**config.mk**
```make
export PLATFORM = sky130hd
export DESIGN_NAME = key_conditioner
export DESIGN_NICKNAME = d
export VERILOG_FILES = /design/src/rtl/key_conditioner.sv
export SDC_FILE = /design/constraint.sdc
export NUM_CORES = 1
export LEC_CHECK = 0
export CAP_MARGIN = 25
export CORE_MARGIN = 2
export CORE_UTILIZATION = 35
export CTS_CLUSTER_SIZE = 10
export DETAILED_ROUTE_END_ITERATION = 10
export SLEW_MARGIN = 0
export SYNTH_ARGS = -nofsm -noshare
export SYNTH_HDL_FRONTEND = slang
export SYNTH_SLANG_ARGS = --single-unit
```
**constraint.sdc**
```tcl
create_clock -name CLOCK_50 -period 2.3 [get_ports CLOCK_50]
set_input_delay 0.69 -clock CLOCK_50 [delete_from_list [all_inputs] [get_ports CLOCK_50]]
set_output_delay 0.69 -clock CLOCK_50 [all_outputs]
set_load 0.1 [all_outputs]
```
**src/rtl/key_conditioner.sv**
```systemverilog
// Purpose: synchronise, debounce and edge-detect the raw push-buttons; emit clean levels plus press/release/long/repeat pulses.
// Latency: 2-cycle synchroniser, then DEBOUNCE_MS ticks of stable input before key_level/key_press/key_release update (all registered).
// Backpressure: none; pulses are single-cycle and unbuffered. Optional macro KEY_REPEAT_EN enables auto-repeat in the long-held state.
module key_conditioner #(
  parameter int N_KEYS         = 7,
  parameter int CLK_HZ         = 50_000_000,
  parameter int DEBOUNCE_MS    = 20,
  parameter int LONG_MS        = 600,
  parameter int REPEAT_MS      = 150,
  parameter int KEY_ACTIVE_LOW = 1
) (
  input  logic              CLOCK_50,
  input  logic              rst,
  input  logic [N_KEYS-1:0] keys,
  output logic [N_KEYS-1:0] key_level,
  output logic [N_KEYS-1:0] key_press,
  output logic [N_KEYS-1:0] key_release,
  output logic [N_KEYS-1:0] key_long,
  output logic [N_KEYS-1:0] key_repeat,
  output logic              any_key
);

  // ---------------------------------------------------------------------------
  // Derived constants
  // ---------------------------------------------------------------------------
  // Cycles per 1 ms tick; clamp so a very slow clock still ticks every cycle.
  localparam int TICK_DIV = ((CLK_HZ / 1000) < 1) ? 1 : (CLK_HZ / 1000);
  localparam int PW       = (TICK_DIV > 1) ? $clog2(TICK_DIV) : 1;
  localparam logic [PW-1:0] PRESC_LAST = PW'(TICK_DIV - 1);

  // Debounce counter only has to reach DEBOUNCE_MS.
  localparam int DW = $clog2(DEBOUNCE_MS + 1);
  localparam logic [DW-1:0] DB_LAST = DW'(DEBOUNCE_MS - 1);

  // Hold counter sized for the longer of the two hold intervals.
  localparam int MAXH = (LONG_MS > REPEAT_MS) ? LONG_MS : REPEAT_MS;
  localparam int HW   = $clog2(MAXH + 1);
  localparam logic [HW-1:0] LONG_LAST = HW'(LONG_MS - 1);
`ifdef KEY_REPEAT_EN
  localparam logic [HW-1:0] REP_LAST  = HW'(REPEAT_MS - 1);
`endif

  // Raw pin value that means "released"; also the synchroniser reset value.
  localparam logic POL = (KEY_ACTIVE_LOW != 0);
  localparam logic [N_KEYS-1:0] RAW_IDLE = {N_KEYS{POL}};

  typedef enum logic [1:0] {
    S_IDLE = 2'd0,
    S_HOLD = 2'd1,
    S_LONG = 2'd2
  } hold_st_t;

  // ---------------------------------------------------------------------------
  // Shared 1 ms prescaler
  // ---------------------------------------------------------------------------
  logic [PW-1:0] presc;
  logic          tick;

  assign tick = (presc == PRESC_LAST);

  // Free-running prescaler: counts 0..TICK_DIV-1 and wraps on the tick cycle.
  always_ff @(posedge CLOCK_50) begin
    if (rst) begin
      presc <= '0;
    end else if (tick) begin
      presc <= '0;
    end else begin
      presc <= presc + PW'(1);
    end
  end

  // ---------------------------------------------------------------------------
  // Two-flop synchroniser, then normalise so that 1 = pressed
  // ---------------------------------------------------------------------------
  logic [N_KEYS-1:0] sync1;
  logic [N_KEYS-1:0] sync2;
  logic [N_KEYS-1:0] sample;

  // Metastability guard for the asynchronous pins; reset loads "released".
  always_ff @(posedge CLOCK_50) begin
    if (rst) begin
      sync1 <= RAW_IDLE;
      sync2 <= RAW_IDLE;
    end else begin
      sync1 <= keys;
      sync2 <= sync1;
    end
  end

  // XOR with the idle pattern flips active-low pins into pressed=1.
  assign sample = sync2 ^ RAW_IDLE;

  // ---------------------------------------------------------------------------
  // Per-key debounce, edge pulses and hold FSM
  // ---------------------------------------------------------------------------
  for (genvar k = 0; k < N_KEYS; k++) begin : g_key
    logic [DW-1:0] db_cnt;
    logic          level_q;
    logic          press_q;
    logic          release_q;
    logic          accept;
    logic          rise;
    logic          fall;

    hold_st_t      st;
    hold_st_t      st_nxt;
    logic [HW-1:0] hold_cnt;
    logic [HW-1:0] hold_cnt_nxt;
    logic          long_q;
    logic          long_nxt;

    // The debounced level flips on the cycle the stable count is reached.
    assign accept = (sample[k] != level_q) && tick && (db_cnt == DB_LAST);
    assign rise   = accept && !level_q;
    assign fall   = accept &&  level_q;

    // Debounce counter and debounced level; any agreeing sample restarts the count.
    always_ff @(posedge CLOCK_50) begin
      if (rst) begin
        db_cnt    <= '0;
        level_q   <= 1'b0;
        press_q   <= 1'b0;
        release_q <= 1'b0;
      end else begin
        press_q   <= rise;
        release_q <= fall;
        if (sample[k] == level_q) begin
          db_cnt <= '0;
        end else if (tick) begin
          if (accept) begin
            db_cnt  <= '0;
            level_q <= !level_q;
          end else begin
            db_cnt <= db_cnt + DW'(1);
          end
        end
      end
    end

    // Hold FSM state register plus its registered outputs and counter.
    always_ff @(posedge CLOCK_50) begin
      if (rst) begin
        st       <= S_IDLE;
        hold_cnt <= '0;
        long_q   <= 1'b0;
      end else begin
        st       <= st_nxt;
        hold_cnt <= hold_cnt_nxt;
        long_q   <= long_nxt;
      end
    end

    // Next-state: release always wins over a long/repeat event in the same cycle.
    always_comb begin
      st_nxt = st;
      case (st)
        S_IDLE: begin
          if (rise) begin
            st_nxt = S_HOLD;
          end
        end
        S_HOLD: begin
          if (fall) begin
            st_nxt = S_IDLE;
          end else if (tick && (hold_cnt == LONG_LAST)) begin
            st_nxt = S_LONG;
          end
        end
        S_LONG: begin
          if (fall) begin
            st_nxt = S_IDLE;
          end
        end
        default: begin
          st_nxt = S_IDLE;
        end
      endcase
    end

`ifdef KEY_REPEAT_EN
    logic rep_q;
    logic rep_nxt;

    // Repeat pulse register, only present when auto-repeat is built in.
    always_ff @(posedge CLOCK_50) begin
      if (rst) begin
        rep_q <= 1'b0;
      end else begin
        rep_q <= rep_nxt;
      end
    end

    // Outputs/counter: long pulse after LONG_MS ticks, then a repeat every REPEAT_MS ticks.
    always_comb begin
      long_nxt     = 1'b0;
      rep_nxt      = 1'b0;
      hold_cnt_nxt = hold_cnt;
      case (st)
        S_IDLE: begin
          hold_cnt_nxt = '0;
        end
        S_HOLD: begin
          if (fall) begin
            hold_cnt_nxt = '0;
          end else if (tick) begin
            if (hold_cnt == LONG_LAST) begin
              long_nxt     = 1'b1;
              hold_cnt_nxt = '0;
            end else begin
              hold_cnt_nxt = hold_cnt + HW'(1);
            end
          end
        end
        S_LONG: begin
          if (fall) begin
            hold_cnt_nxt = '0;
          end else if (tick) begin
            if (hold_cnt == REP_LAST) begin
              rep_nxt      = 1'b1;
              hold_cnt_nxt = '0;
            end else begin
              hold_cnt_nxt = hold_cnt + HW'(1);
            end
          end
        end
        default: begin
          hold_cnt_nxt = '0;
        end
      endcase
    end

    assign key_repeat[k] = rep_q;
`else
    // Outputs/counter: long pulse after LONG_MS ticks; the long-held state just waits for release.
    always_comb begin
      long_nxt     = 1'b0;
      hold_cnt_nxt = hold_cnt;
      case (st)
        S_IDLE: begin
          hold_cnt_nxt = '0;
        end
        S_HOLD: begin
          if (fall) begin
            hold_cnt_nxt = '0;
          end else if (tick) begin
            if (hold_cnt == LONG_LAST) begin
              long_nxt     = 1'b1;
              hold_cnt_nxt = '0;
            end else begin
              hold_cnt_nxt = hold_cnt + HW'(1);
            end
          end
        end
        S_LONG: begin
          hold_cnt_nxt = '0;
        end
        default: begin
          hold_cnt_nxt = '0;
        end
      endcase
    end

    assign key_repeat[k] = 1'b0;
`endif

    assign key_level[k]   = level_q;
    assign key_press[k]   = press_q;
    assign key_release[k] = release_q;
    assign key_long[k]    = long_q;
  end

  assign any_key = |key_level;

endmodule

```
==> summary.md <==
| Metric | Value |
|---|---|
| Outcome | finished clean |
| Post-Synth XOR/XNOR Area | 8.70% |
| Slew Limit Fails | 0 |
| H-tree Lvls | 4 |
| Post-place setup slack | 275 ps |
| Final Cycle Share | a little over nine tenths |
| Yosys top cell area share | a little over two fifths |
| Largest family of logic cells by synthesized area | simple AND/OR/NAND/NOR gates |
| Ys async rst share | 0% |
| Register area | 3540 um^2 |
| Area after DPL | 8850 um^2 |
| Die ar. | 24500 um^2 |
| Top cells by area, synth | dfxtp_1 43%, nor2_1 6.9%, xnor2_1 5.2% |
| Initial Util | between 30 and 40% |
| Core Util, Final | 41.3% |
| Worst vdd ir | 382 uV |
| Die X | 157 um |
| Achievable Freq | 0.453 GHz |
| CTS Buffer Depth | 2 |
| Crit Path Category | reg -> out |
| Fin nets | 995 |
| Setup Skew | 12.6 ps |
| Clock sink total | 177 |
| Largest net degree at the start of global routing | 38 |
| Min-Delay Path Class | reg -> reg |
| # rows | 55 |
| Final TNS setup | 0 ps |
| CTS root buffer | clkbuf_16 |
| Leading area contributor after synthesis | dfxtp_1 |
| WL/cell | 13.2 um |
| Core Box Area | 22800 um^2 |
| Global-route wire length before repair | roughly 29000 um |
| CP Capture Type | primary output |
| Clk slew on worst S/H paths | 60 ps |
| Chip Height | around 160 um |
| Synth Area in Compound Gates | 7.57% |
| Max-cap violations | 0 |
| Worst-Skew Late Latency | 430 ps |
| Worst EP required | 1610 ps |
| Pwr/cell area | 633 nW/um^2 |
| Final worst slack | 94.3 ps |
| Simple-Gate Fraction of Synth Area | 31.6% |
| Arr. time, crit path | 1520 ps |
| Leak Pwr | 0.00312 uW |
| Grt ovf | 0 |
| Port Buf Inserts | 37 |
| Post-CTS Resized | 0 |
| Number of global-route vias before repair | approximately 5.9k |
| FF+latch count, synth | 177 |
| Final WL | 17100 um |
| Post-synth cell types | 63 |
| Final antenna-violating net count | 0 |
| Leading register cell type out of synthesis | dfxtp_1 |
| Initial antenna violation count | 0 |
| Finished Cell Area | 9410 um^2 |
| Setup bufs post-CTS | 0 |
| Commonest non-fill, non-tap cell in the layout | dfxtp_1 |
| Dpl hpwl | 11900 um |
| # placed instances | about 1.3k |
| CTS tree | built |
| Kind of start point of the critical path | register |
| Yosys warns | 0 |
| Avg Cell Area, Syn | around 8.6 um^2 |
| Most frequent cells in the layout | 177 x dfxtp_1, 149 x nor2_1, 96 x nand2_1, 52 x nand3_1 |
| Mapped Cells | between 900 and 1k |
| Multi-input logic area | 4180 um^2 |
| Layout cells sized above 1 | 12.8% |
| Number of synthesized flops with an enable pin | 0 |
| Drt drc | 0 |
| GP Congestion | between 0.7 and 0.8 |
| ANT cells | 0 |
| Vias | 6350 |
| Final setup vio count | 0 |
| Synth-to-Final Area Change | 15.5% |
| Mean number of vias per cell | 4.90 |
| Mapped cell area | 8150 um^2 |
| Final min period | 2210 ps |
| Slew @ Worst Pin | approximately 530 ps |
| Mux share of post-synthesis cell area | less than 1% |
| First-pass DRT Iterations | 4 |
| Relative slew slack | 64.5% |
| Gr usage total | 14.5% |
| Post-Synth Adder-Cell Area | 2.30% |
| Critical path fanouts, max | 7 |
| Cts hold-fix bufs | 0 |
| Register area share after synthesis | 43.5% |
| Fin. Hold Viols | 0 |
| TritonCTS Buffers | 17 |
| Post-Layout Cell Count | approximately 1.3k |
| RSZ-0062 raised after global routing | false |
| Fillers | 2233 |
| Io pins | 45 |
| Iteration-0 DRC Markers | 301 |
-- layer usage --
layer	global-route usage (%)	wire (um)	share of wire, %
met4	4.76	136	0.80
met5	0	0	0
met3	2.91	402	2.4
met2	23.8	7800	46
met1	19.2	8740	51
-- cell usage after synthesis, drive strengths merged (4+ instances only) --
library cell	number
clkbuf	13
nand2b	9
ha	15
buf	55
and4bb	4
nor3b	6
nor3	31
nor4bb	5
nor2	149
nand3b	8
nor4	24
inv	11
nand4b	7
or3	11
xor2	33
a21oi	44
and4	6
o31ai	4
nand2	96
o21bai	4
xnor2	48
or2	16
and3	14
nand4	29
dfxtp	177
mux2i	5
a211oi	4
o22ai	7
nand3	52
a31oi	7
o21ai	21
nor4b	4
-- registers in the layout, summed over array words and instances (netlist names) --
signal,count
sync1,7
g_key.level_q,7
g_key.st,14
g_key.long_q,7
g_key.db_cnt,35
g_key.hold_cnt,70
presc,16
g_key.press_q,7
sync2,7
g_key.release_q,7
-- cell families after synthesis --
logic type,count (synthesis)
AOI/OAI and AO/OA,104
xor gates and xnor gates,81
adders and majority gates,15
buffers and inverters,80
DFF,177
muxes,5
other,1
and+or+nand+nor,482
-- report_power, final --
group	internal [uW]	switching, uW
sequential	3080	9.77
combinational	35.6	90.6
clock	1570	1170
total	4690	1270
-- layout make-up --
class / count / area share (%)
Multi-Input combinational cell: 694 / 44.4
Sequential cell: 177 / 37.6
Clock inverter: 9 / 0.877
Inverter: 12 / 0.479
Timing Repair Buffer: 69 / 7.39
Tap cell: 313 / 4.16
Clock buffer: 23 / 5.08
-- final timing paths --
check	start	endpoint	slack, ps	cells after the start
max	g_key[2].level_q	any_key	90	3
max reg2reg	presc[0]	g_key[6].db_cnt[4]	270	7
min	sync1[2]	sync2[2]	400	1
min reg2reg	sync1[2]	sync2[2]	400	1
-- metrics by stage --
step / power, uW / hold WS [ps]
after floorplan: 3260 / 389
after global placement: 3280 / 392
after detailed placement: 3290 / 397
after CTS: 6030 / 411
after global routing: 6170 / 415
final: 5960 / 402
-- critical path, cell delays in order (launching register included) --
cell and delay [ps]:
dfxtp_1 420, nor3_1 280, nand2_1 170, buf_12 200
Power figures use the tool's default switching activity.
